**src/rtl/mem_stage.sv**
```systemverilog
`timescale 1ns/1ps
// mem_stage: memory-access pipeline stage between EX and WB.
//
// Holds one instruction from EX, waits for the dcache load response when the
// held instruction is a load that actually issued a request, formats the load
// result (byte/halfword extraction with sign/zero extension) and hands the
// instruction to WB through a register.
//
// Ports
//   clk, rst            clock; asynchronous active-low reset
//   flush               kills the held instruction and the WB capture
//   valid_i .. addr_i   instruction from EX (valid, pc, inst, op, address)
//   is_exception_i      EX exception bits (any set = excepting instruction)
//   reg_write_*_i       EX GPR writeback request
//   csr_*_i             EX CSR write request
//   req_fire_i          EX issued a dcache request this cycle
//   rdata_valid_i/rdata_i  dcache load response (single-cycle pulse)
//   pause_mem_o         combinational stall back to EX
//   wb_*_o              registered instruction / writes presented to WB
module mem_stage (
   input  logic        clk,
   input  logic        rst,
   input  logic        flush,
   input  logic        valid_i,
   input  logic [31:0] pc_i,
   input  logic [31:0] inst_i,
   input  logic [7:0]  aluop_i,
   input  logic [31:0] addr_i,
   input  logic [4:0]  is_exception_i,
   input  logic        reg_write_en_i,
   input  logic [4:0]  reg_write_addr_i,
   input  logic [31:0] reg_write_data_i,
   input  logic        csr_write_en_i,
   input  logic [13:0] csr_addr_i,
   input  logic [31:0] csr_write_data_i,
   input  logic        req_fire_i,
   input  logic        rdata_valid_i,
   input  logic [31:0] rdata_i,
   output logic        pause_mem_o,
   output logic        wb_valid_o,
   output logic [31:0] wb_pc_o,
   output logic [31:0] wb_inst_o,
   output logic [4:0]  wb_is_exception_o,
   output logic        wb_reg_write_en_o,
   output logic [4:0]  wb_reg_write_addr_o,
   output logic [31:0] wb_reg_write_data_o,
   output logic        wb_csr_write_en_o,
   output logic [13:0] wb_csr_addr_o,
   output logic [31:0] wb_csr_write_data_o
);

   // Load opcode encodings; these must match the decoder's aluop values.
   localparam logic [7:0] ALU_LDB  = 8'h20;
   localparam logic [7:0] ALU_LDBU = 8'h21;
   localparam logic [7:0] ALU_LDH  = 8'h22;
   localparam logic [7:0] ALU_LDHU = 8'h23;
   localparam logic [7:0] ALU_LDW  = 8'h24;
   localparam logic [7:0] ALU_LLW  = 8'h25;

   typedef enum logic [1:0] {
      S_IDLE  = 2'd0,
      S_WAIT  = 2'd1,
      S_DRAIN = 2'd2
   } state_t;

   state_t state_reg, state_next;

   // Stage register
   logic        stage_valid_reg;
   logic [31:0] stage_pc_reg;
   logic [31:0] stage_inst_reg;
   logic [7:0]  stage_aluop_reg;
   logic [1:0]  stage_addr_reg;
   logic [4:0]  stage_exc_reg;
   logic        stage_rwe_reg;
   logic [4:0]  stage_rwa_reg;
   logic [31:0] stage_rwd_reg;
   logic        stage_cwe_reg;
   logic [13:0] stage_ca_reg;
   logic [31:0] stage_cwd_reg;
   logic        stage_fire_reg;

   logic        is_load_op;
   logic        stage_is_load;
   logic        no_exception;
   logic [7:0]  rdata_byte [4];
   logic [7:0]  load_byte;
   logic [15:0] load_half;
   logic [31:0] load_data;
   logic [31:0] wb_data_next;

   // Only the low address bits select the byte lane; the rest matter to the
   // dcache alone.
   logic unused_addr;
   assign unused_addr = ^addr_i[31:2];

   // ------------------------------------------------------------------
   // Stage register: advances whenever the stage is not stalled. A flush
   // always clears the valid bit, even while stalled.
   // ------------------------------------------------------------------
   always_ff @(posedge clk or negedge rst) begin
      if (!rst) begin
         stage_valid_reg <= 1'b0;
         stage_pc_reg    <= 32'd0;
         stage_inst_reg  <= 32'd0;
         stage_aluop_reg <= 8'd0;
         stage_addr_reg  <= 2'd0;
         stage_exc_reg   <= 5'd0;
         stage_rwe_reg   <= 1'b0;
         stage_rwa_reg   <= 5'd0;
         stage_rwd_reg   <= 32'd0;
         stage_cwe_reg   <= 1'b0;
         stage_ca_reg    <= 14'd0;
         stage_cwd_reg   <= 32'd0;
         stage_fire_reg  <= 1'b0;
      end else begin
         if (!pause_mem_o) begin
            stage_valid_reg <= valid_i;
            stage_pc_reg    <= pc_i;
            stage_inst_reg  <= inst_i;
            stage_aluop_reg <= aluop_i;
            stage_addr_reg  <= addr_i[1:0];
            stage_exc_reg   <= is_exception_i;
            stage_rwe_reg   <= reg_write_en_i;
            stage_rwa_reg   <= reg_write_addr_i;
            stage_rwd_reg   <= reg_write_data_i;
            stage_cwe_reg   <= csr_write_en_i;
            stage_ca_reg    <= csr_addr_i;
            stage_cwd_reg   <= csr_write_data_i;
            stage_fire_reg  <= req_fire_i;
         end
         if (flush) begin
            stage_valid_reg <= 1'b0;
         end
      end
   end

   always_comb begin
      is_load_op = 1'b0;
      case (stage_aluop_reg)
         ALU_LDB, ALU_LDBU, ALU_LDH, ALU_LDHU, ALU_LDW, ALU_LLW: is_load_op = 1'b1;
         default: is_load_op = 1'b0;
      endcase
   end

   assign no_exception  = (stage_exc_reg == 5'd0);
   // A load that raised an exception or never reached the dcache has no
   // response coming, so it is treated like any single-cycle instruction.
   assign stage_is_load = stage_valid_reg && is_load_op && no_exception && stage_fire_reg;

   // ------------------------------------------------------------------
   // Response-tracking FSM
   // ------------------------------------------------------------------
   always_ff @(posedge clk or negedge rst) begin
      if (!rst) begin
         state_reg <= S_IDLE;
      end else begin
         state_reg <= state_next;
      end
   end

   always_comb begin
      state_next  = state_reg;
      pause_mem_o = 1'b0;
      case (state_reg)
         S_IDLE: begin
            if (stage_is_load && !rdata_valid_i) begin
               // A flush in the issue cycle still leaves a response in
               // flight, so it has to be drained.
               state_next = flush ? S_DRAIN : S_WAIT;
            end
            pause_mem_o = stage_is_load && !rdata_valid_i;
         end
         S_WAIT: begin
            if (rdata_valid_i) begin
               state_next = S_IDLE;
            end else if (flush) begin
               state_next = S_DRAIN;
            end
            pause_mem_o = stage_is_load && !rdata_valid_i;
         end
         S_DRAIN: begin
            // Stall EX until the orphaned response has been swallowed so it
            // cannot be mistaken for the reply to a newer load.
            if (rdata_valid_i) begin
               state_next = S_IDLE;
            end
            pause_mem_o = 1'b1;
         end
         default: begin
            state_next  = S_IDLE;
            pause_mem_o = 1'b0;
         end
      endcase
   end

   // ------------------------------------------------------------------
   // Load result formatting
   // ------------------------------------------------------------------
   genvar gi;
   generate
      for (gi = 0; gi < 4; gi++) begin : g_lane
         assign rdata_byte[gi] = rdata_i[8*gi +: 8];
      end
   endgenerate

   always_comb begin
      load_byte = rdata_byte[stage_addr_reg];
      load_half = stage_addr_reg[1] ? rdata_i[31:16] : rdata_i[15:0];
      case (stage_aluop_reg)
         ALU_LDB:  load_data = {{24{load_byte[7]}}, load_byte};
         ALU_LDBU: load_data = {24'd0, load_byte};
         ALU_LDH:  load_data = {{16{load_half[15]}}, load_half};
         ALU_LDHU: load_data = {16'd0, load_half};
         default:  load_data = rdata_i;
      endcase
      wb_data_next = stage_is_load ? load_data : stage_rwd_reg;
   end

   // ------------------------------------------------------------------
   // WB register. Stall, flush and empty-stage cycles all present a fully
   // zeroed bubble so nothing reaches WB twice or from a dead slot.
   // ------------------------------------------------------------------
   always_ff @(posedge clk or negedge rst) begin
      if (!rst) begin
         wb_valid_o          <= 1'b0;
         wb_pc_o             <= 32'd0;
         wb_inst_o           <= 32'd0;
         wb_is_exception_o   <= 5'd0;
         wb_reg_write_en_o   <= 1'b0;
         wb_reg_write_addr_o <= 5'd0;
         wb_reg_write_data_o <= 32'd0;
         wb_csr_write_en_o   <= 1'b0;
         wb_csr_addr_o       <= 14'd0;
         wb_csr_write_data_o <= 32'd0;
      end else if (flush || pause_mem_o || !stage_valid_reg) begin
         wb_valid_o          <= 1'b0;
         wb_pc_o             <= 32'd0;
         wb_inst_o           <= 32'd0;
         wb_is_exception_o   <= 5'd0;
         wb_reg_write_en_o   <= 1'b0;
         wb_reg_write_addr_o <= 5'd0;
         wb_reg_write_data_o <= 32'd0;
         wb_csr_write_en_o   <= 1'b0;
         wb_csr_addr_o       <= 14'd0;
         wb_csr_write_data_o <= 32'd0;
      end else begin
         wb_valid_o          <= 1'b1;
         wb_pc_o             <= stage_pc_reg;
         wb_inst_o           <= stage_inst_reg;
         wb_is_exception_o   <= stage_exc_reg;
         wb_reg_write_en_o   <= stage_rwe_reg && no_exception;
         wb_reg_write_addr_o <= stage_rwa_reg;
         wb_reg_write_data_o <= wb_data_next;
         wb_csr_write_en_o   <= stage_cwe_reg && no_exception;
         wb_csr_addr_o       <= stage_ca_reg;
         wb_csr_write_data_o <= stage_cwd_reg;
      end
   end

endmodule

```
**config.mk**
```make
export PLATFORM = sky130hd
export DESIGN_NAME = mem_stage
export DESIGN_NICKNAME = d
export VERILOG_FILES = /design/src/rtl/mem_stage.sv
export SDC_FILE = /design/constraint.sdc
export NUM_CORES = 1
export LEC_CHECK = 0
export CORE_ASPECT_RATIO = 0.9
export CORE_MARGIN = 4
export CORE_UTILIZATION = 36
export CTS_CLUSTER_DIAMETER = 150
export DETAILED_ROUTE_END_ITERATION = 8
export PLACE_DENSITY = 0.77
export SKIP_CTS_REPAIR_TIMING = 1
export SLEW_MARGIN = 0
export SYNTH_ARGS = -nofsm -noshare
export SYNTH_HDL_FRONTEND = slang
export SYNTH_SLANG_ARGS = --single-unit
```
**constraint.sdc**
```tcl
create_clock -name clk -period 2 [get_ports clk]
set_input_delay 0.4 -clock clk [delete_from_list [all_inputs] [get_ports clk]]
set_output_delay 0.4 -clock clk [all_outputs]
set_load 0.01 [all_outputs]
```
; ---- After elaboration in Yosys (flattened, before gate mapping)
; Index checks and enable logic that the tools add are counted.
[totals]
ff_bits = 323
input_bits = 232
[op_classes]
mux = 26
eq_ne = 12
bitwise = 1
magnitude_cmp = 1
n_reduce_logical = 15
[ops]
columns = op, n
row1 = 2-to-1 mux 32 bit, 5
row2 = case mux 32 bit (4 select lines), 1
row3 = equality test 8 x 6 -> 1 bit (second input constant), 6
row4 = binary-select mux 8 bit (select 2 bit), 1
row5 = 2-to-1 mux 16 bit, 1
row6 = 2-to-1 mux 8 bit, 2
row7 = 2-to-1 mux 14 bit, 1
row8 = 2-to-1 mux 2 bit, 5
row9 = 2-to-1 mux 5 bit, 2
row10 = logical AND 1 bit, 6
row11 = 2-to-1 mux 1 bit, 6
row12 = inequality test 2 bit (second input constant), 3
row13 = case mux 2 bit (3 select lines), 1
row14 = OR reduction 6 bit, 1
row15 = zero test 5 bit, 1
row16 = greater-or-equal comparator 3 bit (second input constant), 1
row17 = inequality test 3 bit (second input constant), 1
row18 = inverter 2 -> 3 bit, 1
row19 = AND reduction 3 bit, 1
row20 = equality test 2 x 1 -> 1 bit (second input constant), 1
row21 = equality test 2 bit (second input constant), 1
row22 = zero test 1 bit, 2
row23 = zero test 2 bit, 1
row24 = logical OR 1 bit, 2
row25 = 2 further kinds, 2

; ---- Longest topological paths before layout
[depth]
ltp_word = 11
ltp_mapped = 8
mapped_depth_nobuf = 6

; ---- Least setup slack after synthesis
; Ideal clock, no wire load.
[synth_timing]
path_type = reg-to-reg
start = register stage_aluop_reg[4]
end = register stage_aluop_reg[2]
path_stages_with_launch = 7
required_time_ps = 1872
slack_ps = -9
t_arrival_ps = 1881
path_cell_list = dfrtp_1 nor4b_1 nand4b_1 o31ai_2 buf_4 buf_6 mux2_1
[synth_between]
elab_chain_len = 8
[synth_rtl]
columns = element, line_no
row1 = start: declaration, 72  ; logic [7:0] stage_aluop_reg;
row2 = start signal: assignment, 121  ; stage_aluop_reg <= aluop_i;
row3 = equality test 8 x 6 -> 1 bit, 140  ; case (stage_aluop_reg)
row4 = OR reduction 6 bit (*), 140
row5 = 2-to-1 mux 1 bit (*), 140
row6 = logical AND 1 bit (*) (3 in a row), 149  ; assign stage_is_load = stage_valid_reg && is_load_op && no_exception && stage_fire_reg;
row7 = logical AND 1 bit (*), "172, 180"
row8 = case mux 1 bit (2 select lines) (*), 165  ; case (state_reg)
; Mark *: on every way between the ends. The rest lies on a longest branch, timed or not.
; A chain may end at the register's enable or synchronous reset.

; ---- Worst setup path in the final report
[layout_timing]
start = register stage_aluop_reg[4]
end = output pause_mem_o
[layout_between]
elab_chain_len = 8
[layout_rtl]
columns = element, line_no
row1 = equality test 8 x 6 -> 1 bit, 140
row2 = OR reduction 6 bit (*), 140
row3 = 2-to-1 mux 1 bit (*), 140
row4 = logical AND 1 bit (*) (3 in a row), 149
row5 = logical AND 1 bit (*), "172, 180"
row6 = case mux 1 bit (2 select lines) (*), 165
row7 = end: declaration, 39  ; output logic pause_mem_o,
; Marked as above.

==> metrics.txt <==
status=finished, violations left; failing checks=negative setup slack; Slew Viols, Final=0; Peak VDD IR=0.462 mV; synth unique cells=42; Worst slew margin=a little under three quarters; WP data arrival=around 2000 ps; wire per inst=21.5 um; post-synthesis sequential area ratio=between 60% and 70%; clock buffer depth=3; Synth Area per Inst=between 10 and 15 um^2; most common cell after layout, fill and taps aside=clkdlybuf4s50_1; DIE WIDTH=202 um; CP startpoint kind=register; fin area=just under 20000 um^2; area of the core=33100 um^2; final setup TNS=-64690 ps; Post-synth EDFFs=0; placed cell areas=between 15000 and 20000 um^2; clk_lat worst skew=520 ps; skew final=between 15 and 20 ps; Synth async-reset ratio=100%; num rows=63; Starting DRT DRC Count=a little over 400; Hold Slack=between 400 and 500 ps; CTS buffer count=36; DR vias/cell=around 5; unrepaired setup endpoints after global routing=true; Final Cycle Share=122%; P per Cell Area=between 700 and 800 nW/um^2; gr usage total=16.9%; critical path class=register to output port; Critical Path Max Stage Delay=around 420 ps; largest net degree at the start of global routing=81; Max Fclk=0.410 GHz; Cells after Synth=between 800 and 900; Syn Nets=roughly 1100; CP Cell Sequence=nor4b_2 > nand4b_1 > o31ai_4 > buf_2; Syn-to-layout area delta=62.0%; Core Util, Final=between 50% and 60%; Die H=about 180 um; vias=approximately 8600; final hold violation count=0; post-detailed-route count of antenna-violating nets=0; Synth Warn #=0; layout cells sized above 1=~28%; DRT Wirelength=37.7 mm; DPL Wire Length=approximately 23 mm; drc violations=0; delay-heaviest family, CP=simple AND/OR/NAND/NOR gates; Yosys reg bits=323; worst setup margin=-442 ps; worst slew pin tran=436 ps; nets=approximately 1500; max cap viols=0; first-pass GRT wire length=49.8 mm; ys flop type=dfrtp_1; P_leak=between 0.008 and 0.009 uW; CP required=~1600 ps; minimum clock period=~2400 ps; clock sinks=323; CTS tree=yes; Worst Setup End Kind=output port; synthesized area=between 10000 and 15000 um^2; Initial Util=between 30% and 40%; clk slew on worst S/H paths=about 60 ps; Root Buffer=clkbuf_16; Top Ports=around 390; Slowest-stage cell, CP=o31ai_4; GPL Wtd Cong=0.839; Worst Path Max Fanout=4; # H-tree levels=2; commonest non-fill, non-tap cells in the layout=clkdlybuf4s50_1 (355), dfrtp_1 (322), mux2_4 (152); drt pass-1 iters=5; number of global-route vias before repair=about 8700; initial antenna violation count=3; Buf/Inv on CP=1; final setup vio count=318; Worst Hold Class=input pin to asynchronous set/reset pin; I/O Buffers=~360; die area=36800 um^2; global route overflow=0
cell families after synthesis:
logic type             after synthesis  share of synthesized area [%]
multiplexers                       176                           16.2
AND/OR/NAND/NOR                    213                           10.2
flip-flops                         323                           66.5
buffers and inverters               53                           2.64
AO/OA/AOI/OAI                       84                           4.36
final cells by class:
type	instances	area, um^2
Timing Repair inverter	1	8.76
Inverter	2	20.0
Sequential cell	323	8080
Timing Repair Buffer	468	5190
Clock inverter	13	178
Tap cell	422	528
Fill cell	2500	13400
Clock buffer	49	1030
Antenna cell	3	7.51
Multi-Input combinational cell	473	4630
stage by stage:
step | total power, uW | cells | worst slack (ps)
2_1_floorplan | 7320 | 849 | 9.15
3_3_place_gp | 8180 | 1642 | -560
3_5_place_dp | 8210 | 1642 | -579
4_1_cts | 14900 | 1704 | -825
5_1_grt | 15600 | 1754 | -535
6_report | 15000 | 1754 | -442
routing by layer:
layer  routed length [um]  global-route usage (%)  up-vias  part of all wire, %
li1                     -                       -     3836                    -
met1                16500                    22.7     4432                   44
met2                18200                    27.8      293                   48
met3                 2050                    3.46       66                  5.4
met4                 1030                    5.47        0                  2.7
met5                    0                       0        -                    0
cells in the mapped netlist, types with 2 or more instances:
master / number / area [um^2]
a21oi_1: 35 / 175
nor2b_1: 4 / 25.0
mux2_1: 128 / 1440
and2_1: 122 / 763
buf_2: 7 / 35.0
nand2_1: 25 / 93.8
nor2_1: 16 / 60.1
o21bai_1: 6 / 45.0
a22oi_1: 2 / 15.0
o2111ai_1: 7 / 61.3
buf_4: 2 / 15.0
or3_1: 2 / 12.5
or2_2: 2 / 12.5
buf_6: 14 / 158
o21ai_0: 20 / 100
mux2i_1: 8 / 80.1
nand3_1: 9 / 45.0
mux2_2: 40 / 450
clkbuf_1: 27 / 101
nor3b_1: 8 / 60.1
dfrtp_1: 323 / 8080
a221oi_1: 8 / 70.1
and3_1: 4 / 25.0
nor3_1: 12 / 60.1
power breakdown:
part           internal, uW  leakage (uW)  switching, uW
clock network          4030      0.000599           2660
registers              6790       0.00409            123
logic                   876       0.00403            545
path summary, 6_finish.rpt:
| check | start | endpoint | slack, ps | depth (start not counted) |
|---|---|---|---|---|
| setup / recovery | stage_aluop_reg[4]$_DFFE_PN0N_ | pause_mem_o | -440 | 4 |
| hold / removal | rst | stage_inst_reg[11]$_DFFE_PN0N_ | 410 | 2 |
| setup reg to reg | stage_aluop_reg[4]$_DFFE_PN0N_ | stage_aluop_reg[0]$_DFFE_PN0N_ | -390 | 8 |
| hold reg to reg | stage_rwa_reg[3]$_DFFE_PN0N_ | wb_reg_write_addr_o[3]$_DFF_PN0_ | 470 | 1 |
| max in group asynchronous | rst | stage_exc_reg[4]$_DFFE_PN0N_ | 880 | 3 |
| min in group clk | rdata_valid_i | state_reg[1]$_DFFE_PN0P_ | 450 | 2 |
Power figures use the tool's default switching activity.
